[src/rtl/spi_mem_pkg.sv]
// Shared constants and types for the SPI memory loader: frame commands,
// frame-decoder states and the supported clock-to-SCLK ratio.
package spi_mem_pkg;

   localparam logic [7:0] CMD_WRITE = 8'h02;
   localparam logic [7:0] CMD_READ  = 8'h03;

   // System clock must run at least this many times faster than SCLK.
   localparam int unsigned MIN_CLK_PER_SCLK = 8;

   typedef enum logic [2:0] {
      IDLE,
      CMD,
      ADDR,
      DATA,
      WRITE,
      DONE,
      IGNORE
   } state_e;

   function automatic int unsigned max3(input int unsigned a,
                                        input int unsigned b,
                                        input int unsigned c);
      int unsigned m;
      m = (a > b) ? a : b;
      return (m > c) ? m : c;
   endfunction

endpackage

[src/rtl/sync_edge_detect.sv]
// Two-flop synchroniser for an asynchronous pin, with registered one-clock
// rise and fall pulses derived from the synchronised level.
module sync_edge_detect #(
   parameter logic RST_VAL = 1'b0
) (
   input  logic clk_i,
   input  logic rst_ni,
   input  logic async_i,
   output logic sync_o,
   output logic rise_o,
   output logic fall_o
);

   logic meta_q, sync_q, prev_q, rise_q, fall_q;

   always_ff @(posedge clk_i or negedge rst_ni) begin
      if (!rst_ni) begin
         meta_q <= RST_VAL;
         sync_q <= RST_VAL;
         prev_q <= RST_VAL;
         rise_q <= 1'b0;
         fall_q <= 1'b0;
      end else begin
         meta_q <= async_i;
         sync_q <= meta_q;
         prev_q <= sync_q;
         rise_q <= sync_q & ~prev_q;
         fall_q <= ~sync_q & prev_q;
      end
   end

   assign sync_o = sync_q;
   assign rise_o = rise_q;
   assign fall_o = fall_q;

endmodule

[src/rtl/spi_mem_loader.sv]
// Mode-0 SPI slave, oversampled in the system clock domain, that turns
// 3-field command/address/data frames into reads and writes on a memory port.
module spi_mem_loader
   import spi_mem_pkg::*;
#(
   parameter int unsigned MEM_ADDR_WIDTH = 8,
   parameter int unsigned MEM_DATA_WIDTH = 8
) (
   input  logic                      clock,
   input  logic                      reset_n,
   input  logic                      spi_sclk,
   input  logic                      spi_cs_n,
   input  logic                      spi_mosi,
   output logic                      spi_miso,
   output logic [MEM_ADDR_WIDTH-1:0] address_spi_inf,
   output logic [MEM_DATA_WIDTH-1:0] data_in_spi_inf,
   output logic                      rnw_spi_inf,
   input  logic [MEM_DATA_WIDTH-1:0] data_out_spi_inf,
   output logic                      busy
);

   localparam int unsigned RX_W  = max3(8, MEM_ADDR_WIDTH, MEM_DATA_WIDTH);
   localparam int unsigned CNT_W = $clog2(RX_W);

   logic sclk_sync, sclk_rise, sclk_fall;
   logic cs_n_sync, cs_rise, cs_fall;
   logic mosi_meta_q, mosi_sync_q;

   sync_edge_detect #(.RST_VAL(1'b0)) u_sclk_sync (
      .clk_i (clock),
      .rst_ni(reset_n),
      .async_i(spi_sclk),
      .sync_o(sclk_sync),
      .rise_o(sclk_rise),
      .fall_o(sclk_fall)
   );

   sync_edge_detect #(.RST_VAL(1'b1)) u_cs_sync (
      .clk_i (clock),
      .rst_ni(reset_n),
      .async_i(spi_cs_n),
      .sync_o(cs_n_sync),
      .rise_o(cs_rise),
      .fall_o(cs_fall)
   );

   logic unused_sync;
   assign unused_sync = sclk_sync ^ cs_rise;

   always_ff @(posedge clock or negedge reset_n) begin
      if (!reset_n) begin
         mosi_meta_q <= 1'b0;
         mosi_sync_q <= 1'b0;
      end else begin
         mosi_meta_q <= spi_mosi;
         mosi_sync_q <= mosi_meta_q;
      end
   end

   state_e                    state_q;
   logic [CNT_W-1:0]          bit_cnt_q;
   logic [RX_W-2:0]           rx_q;
   logic [RX_W-1:0]           rx_nxt;
   logic [MEM_DATA_WIDTH-2:0] tx_q;
   logic [MEM_ADDR_WIDTH-1:0] addr_q;
   logic [MEM_DATA_WIDTH-1:0] wdata_q;
   logic                      rnw_q, miso_q, busy_q;
   logic                      is_read_q, rise_seen_q, ld1_q, ld2_q;

   assign rx_nxt = {rx_q, mosi_sync_q};

   // tx_q holds only the bits still to come; the bit on the wire lives in miso_q.
   always_ff @(posedge clock or negedge reset_n) begin
      if (!reset_n) begin
         state_q     <= IDLE;
         bit_cnt_q   <= '0;
         rx_q        <= '0;
         tx_q        <= '0;
         addr_q      <= '0;
         wdata_q     <= '0;
         rnw_q       <= 1'b1;
         miso_q      <= 1'b0;
         busy_q      <= 1'b0;
         is_read_q   <= 1'b0;
         rise_seen_q <= 1'b0;
         ld1_q       <= 1'b0;
         ld2_q       <= 1'b0;
      end else begin
         ld1_q <= 1'b0;
         ld2_q <= ld1_q;
         if (cs_n_sync && state_q != IDLE && state_q != WRITE) begin
            state_q     <= IDLE;
            busy_q      <= 1'b0;
            bit_cnt_q   <= '0;
            miso_q      <= 1'b0;
            rise_seen_q <= 1'b0;
            ld2_q       <= 1'b0;
         end else begin
            case (state_q)
               IDLE: begin
                  if (cs_fall) begin
                     state_q     <= CMD;
                     busy_q      <= 1'b1;
                     bit_cnt_q   <= '0;
                     rise_seen_q <= 1'b0;
                  end
               end
               CMD: begin
                  if (sclk_rise) begin
                     rx_q <= rx_nxt[RX_W-2:0];
                     if (bit_cnt_q == CNT_W'(7)) begin
                        bit_cnt_q <= '0;
                        if (rx_nxt[7:0] == CMD_READ || rx_nxt[7:0] == CMD_WRITE) begin
                           state_q   <= ADDR;
                           is_read_q <= (rx_nxt[7:0] == CMD_READ);
                        end else begin
                           state_q <= IGNORE;
                        end
                     end else begin
                        bit_cnt_q <= bit_cnt_q + CNT_W'(1);
                     end
                  end
               end
               ADDR: begin
                  if (sclk_rise) begin
                     rx_q <= rx_nxt[RX_W-2:0];
                     if (bit_cnt_q == CNT_W'(MEM_ADDR_WIDTH - 1)) begin
                        bit_cnt_q   <= '0;
                        addr_q      <= rx_nxt[MEM_ADDR_WIDTH-1:0];
                        rise_seen_q <= 1'b0;
                        ld1_q       <= is_read_q;
                        state_q     <= DATA;
                     end else begin
                        bit_cnt_q <= bit_cnt_q + CNT_W'(1);
                     end
                  end
               end
               DATA: begin
                  if (sclk_rise) begin
                     rx_q        <= rx_nxt[RX_W-2:0];
                     rise_seen_q <= 1'b1;
                     if (bit_cnt_q == CNT_W'(MEM_DATA_WIDTH - 1)) begin
                        bit_cnt_q <= '0;
                        miso_q    <= 1'b0;
                        if (is_read_q) begin
                           state_q <= DONE;
                        end else begin
                           wdata_q <= rx_nxt[MEM_DATA_WIDTH-1:0];
                           rnw_q   <= 1'b0;
                           state_q <= WRITE;
                        end
                     end else begin
                        bit_cnt_q <= bit_cnt_q + CNT_W'(1);
                     end
                  end else if (ld2_q && is_read_q) begin
                     // Memory data is valid two clocks after the address register updates.
                     miso_q <= data_out_spi_inf[MEM_DATA_WIDTH-1];
                     tx_q   <= data_out_spi_inf[MEM_DATA_WIDTH-2:0];
                  end else if (sclk_fall && is_read_q && rise_seen_q) begin
                     miso_q <= tx_q[MEM_DATA_WIDTH-2];
                     tx_q   <= {tx_q[MEM_DATA_WIDTH-3:0], 1'b0};
                  end
               end
               WRITE: begin
                  rnw_q <= 1'b1;
                  if (cs_n_sync) begin
                     state_q <= IDLE;
                     busy_q  <= 1'b0;
                  end else begin
                     state_q <= DONE;
                  end
               end
               default: ;
            endcase
         end
      end
   end

   assign spi_miso        = miso_q;
   assign address_spi_inf = addr_q;
   assign data_in_spi_inf = wdata_q;
   assign rnw_spi_inf     = rnw_q;
   assign busy            = busy_q;

endmodule

[config.mk]
export PLATFORM = sky130hd
export DESIGN_NAME = spi_mem_loader
export DESIGN_NICKNAME = d
export VERILOG_FILES = /design/src/rtl/spi_mem_pkg.sv /design/src/rtl/sync_edge_detect.sv /design/src/rtl/spi_mem_loader.sv
export SDC_FILE = /design/constraint.sdc
export NUM_CORES = 1
export LEC_CHECK = 0
export ABC_AREA = 1
export CAP_MARGIN = 20
export CORE_MARGIN = 5
export CORE_UTILIZATION = 44
export CTS_CLUSTER_DIAMETER = 40
export DETAILED_ROUTE_END_ITERATION = 10
export PLACE_DENSITY = 0.7
export SYNTH_ARGS = -nofsm -noshare
export SYNTH_HDL_FRONTEND = slang
export SYNTH_SLANG_ARGS = --single-unit
[constraint.sdc]
create_clock -name clock -period 2 [get_ports clock]
set_input_delay 0.2 -clock clock [delete_from_list [all_inputs] [get_ports clock]]
set_output_delay 0.2 -clock clock [all_outputs]
set_load 0.05 [all_outputs]
==> flow_summary.rst <==
.. list-table::
   :header-rows: 1

   * - Metric
     - Value
   * - Most common library cell in the layout ignoring fill and taps
     - sky130_fd_sc_hd__nand2_1
   * - Distinct cell type count after synthesis
     - 27
   * - Antenna Diode Count
     - 0
   * - Worst endpoint data arrival time
     - 1.63 ns
   * - Quantity of I/O buffers inserted on ports
     - 31
   * - DRT Pass-1 Iters
     - 4
   * - Setup-failing EPs final
     - 0
   * - Launch point of the critical path
     - rnw_spi_inf
   * - Starting utilization of the core area
     - 46.1%
   * - Number of vias after detailed routing
     - 1,704
   * - Final-stage net count
     - 311
   * - Cell class contributing the biggest share of worst-path delay
     - buffers and inverters
   * - CP Depth
     - 1
   * - Ratio of final minimum period to clock period
     - 91.7%
   * - Initial drt markers
     - 139
   * - DRT antenna net count
     - 0
   * - Total power density per cell area
     - 956 nW/um2
   * - Horizontal die dimension
     - 83.8 um
   * - Crit Path Class
     - reg -> out
   * - Hold Crit Start
     - spi_cs_n
   * - Max-cap violations
     - 0
   * - GR Util All Layers
     - 13.3%
   * - Slew Viols, Final
     - 0
   * - Cells along the critical path
     - clkdlybuf4s50_1
   * - RSZ-0062 raised after global routing
     - false
   * - FILL cells
     - 492
   * - Post-synthesis register bit count
     - 54
   * - Fin. Hold Viols
     - 0
   * - Row Count
     - 26
   * - Setup crit end kind
     - output port
   * - GP Congestion
     - 0.821
   * - Number of global-route vias before repair
     - 1,632
   * - Hold path depth
     - 1
   * - Cell Count, Final, Fillers Out
     - 367
   * - Fin Clk Skew
     - 0.0101 ns
   * - Cell depth of the worst flop-to-flop path
     - 9
   * - Sequential fraction of the synthesis area
     - 56.5%
   * - Worst min-delay path class
     - in -> reg
   * - Clock latency reported for the late side of the worst-skew pair
     - 0.30 ns
   * - Core box area
     - 5200 um2
   * - Root buffer cell
     - sky130_fd_sc_hd__clkbuf_8
   * - Post-DP Area
     - 2770 um2
   * - Vias per cell
     - 4.64
   * - Clock buffer depth
     - 2
   * - Fraction of the core area covered by cells at the end of the flow
     - 55.2%
   * - Net count after synthesis
     - 275
   * - Routed wirelength normalized by instance count
     - 11.9 um
   * - CTS tree
     - yes
   * - Wire length of the first global-routing pass
     - 7600 um
   * - Peak clock frequency supported by timing
     - 0.545 GHz
   * - Number of antenna violations at the first check in global routing
     - 0
   * - IO Count
     - 32
   * - Total CTS buffers
     - 5
   * - TritonCTS Sinks
     - 54
   * - Leakage power summed over all cells
     - 0.00135 uW
   * - Number of buffers and inverters on the critical path
     - 1
   * - Final HPWL DP
     - 3160 um
   * - Final TNS setup
     - 0 ns
   * - CP peak stage delay
     - 0.79 ns
   * - Status
     - complete, no violations
   * - Sort of element at the start of the critical path
     - register
   * - Number of cells upsized or downsized after cts
     - 0
   * - DP Cell Count
     - 358
   * - Syn Std Cell Area
     - 2400 um2
   * - Growth of design area from synthesis to finish
     - 19.9%
   * - Slew at the pin closest to its max-slew limit
     - 0.586 ns
   * - Total length of routed wires
     - 4350 um
   * - Pin count of the biggest net entering global routing
     - 31
   * - Grt total ovfl
     - 0
   * - Data required time of the critical path
     - 1.80 ns
   * - Synthesized netlist cell count
     - 260
   * - Highest-count cells in the layout ignoring fill and taps
     - sky130_fd_sc_hd__nand2_1, sky130_fd_sc_hd__dfrtp_1, sky130_fd_sc_hd__clkdlybuf4s50_1
   * - Worst rel slew slack
     - 60.9%
   * - Count of yosys warnings during synthesis
     - 0
   * - Worst reg2reg setup slack
     - 0.43 ns
   * - Average footprint of a synthesized cell
     - 9.23 um2
   * - Ratio of cells with drive above 1 in the final layout
     - 15.2%
   * - Die footprint
     - 7030 um2
   * - Crit Reg-Reg Endpoint
     - spi_miso
   * - CTS H-tree lvls
     - 2
   * - Tmin final
     - 1.83 ns
   * - Critical-path maximum fanout
     - 2
   * - Crit Reg-Reg Startpoint
     - bit_cnt_q[0]
   * - Peak supply drop
     - 0.513 mV
   * - Clock slew seen by the registers of the worst setup and hold paths
     - 0.09 ns
   * - Remaining routing DRC violations
     - 0
   * - Min-Delay Endpoint
     - u_cs_sync.meta_q
   * - Final instance area
     - 2880 um2
   * - Slowest CP cell
     - sky130_fd_sc_hd__clkdlybuf4s50_1
   * - Die outline height
     - 83.8 um
## what timing repair did
action | in CTS | in global routing
buffers inserted | 0 | 0
hold endpoints to repair | 23 | 0
hold buffers | 1 | 0
## state kept, by name (all words and copies together) (netlist names), 3 cells and up
signal and cells:
bit_cnt_q 3, rx_q 7, data_in_spi_inf 8, state_q 3
tx_q 7, address_spi_inf 8
## cells in the mapped netlist (all sizes together)
cell,instances,area share (%)
nor3,2,0.42
nor2,16,4.3
clkbuf,1,0.16
nand2,87,14
inv,33,5.2
o211ai,1,0.52
clkinv,1,0.37
o21ai,44,11
buf,3,1.4
ha,2,1.0
nand3b,1,0.31
dfstp,4,4.4
dfrtp,50,52
nand4,3,0.78
nand3,11,3.3
a21oi,1,0.21
## layout make-up
| type | instances | area, um2 | share of cell area (%) |
|---|---|---|---|
| flip-flops and latches | 54 | 1360 | 47.2 |
| multi-input cells | 168 | 872 | 30.3 |
| repair buffers | 33 | 335 | 11.7 |
| inverters | 34 | 133 | 4.61 |
| well taps | 70 | 87.6 | 3.05 |
| clock buffers | 7 | 86.3 | 3.00 |
| clock inverters | 1 | 5.00 | 0.174 |
## layer usage
layer	track usage (%)	part of all wire (%)	wire length [um]	vias to the layer above
met3	3.26	2.7	116	4
li1	-	-	-	893
met4	4.82	1.5	64	0
met2	20.7	46	2000	17
met5	0	0	0	-
met1	18.2	50	2170	790
## per-stage QoR
stage | worst slack [ns] | total power (uW) | hold slack [ns]
after floorplan | 0.552 | 1920 | -0.0956
after global placement | 0.479 | 2140 | 0.235
after detailed placement | 0.404 | 2160 | 0.238
after CTS | 0.143 | 2790 | 0.294
after global routing | 0.117 | 2950 | 0.286
final | 0.165 | 2750 | 0.303
## power breakdown
group	total (uW)	internal (uW)	switching [uW]
sequential	1320	1230	96.9
clock	613	280	333
combinational	813	256	557
total	2750	1760	987
## kinds of logic after synthesis
family	after synthesis	synth area share, %
buffers and inverters	38	7.09
adder cells (fa/ha/maj)	2	1.04
AO/OA/AOI/OAI	46	11.8
AND/OR/NAND/NOR	120	23.5
flip-flops	54	56.5
## worst max-delay path by stage
| stage | to | slack [ns] |
|---|---|---|
| global placement | data_in_spi_inf[2] | 0.48 |
| CTS | rnw_spi_inf | 0.14 |
| floorplan | spi_miso | 0.55 |
| finish | rnw_spi_inf | 0.17 |
| detailed placement | data_in_spi_inf[4] | 0.40 |
| global route | rnw_spi_inf | 0.12 |
Note: power is estimated with default switching activity, not from simulation.
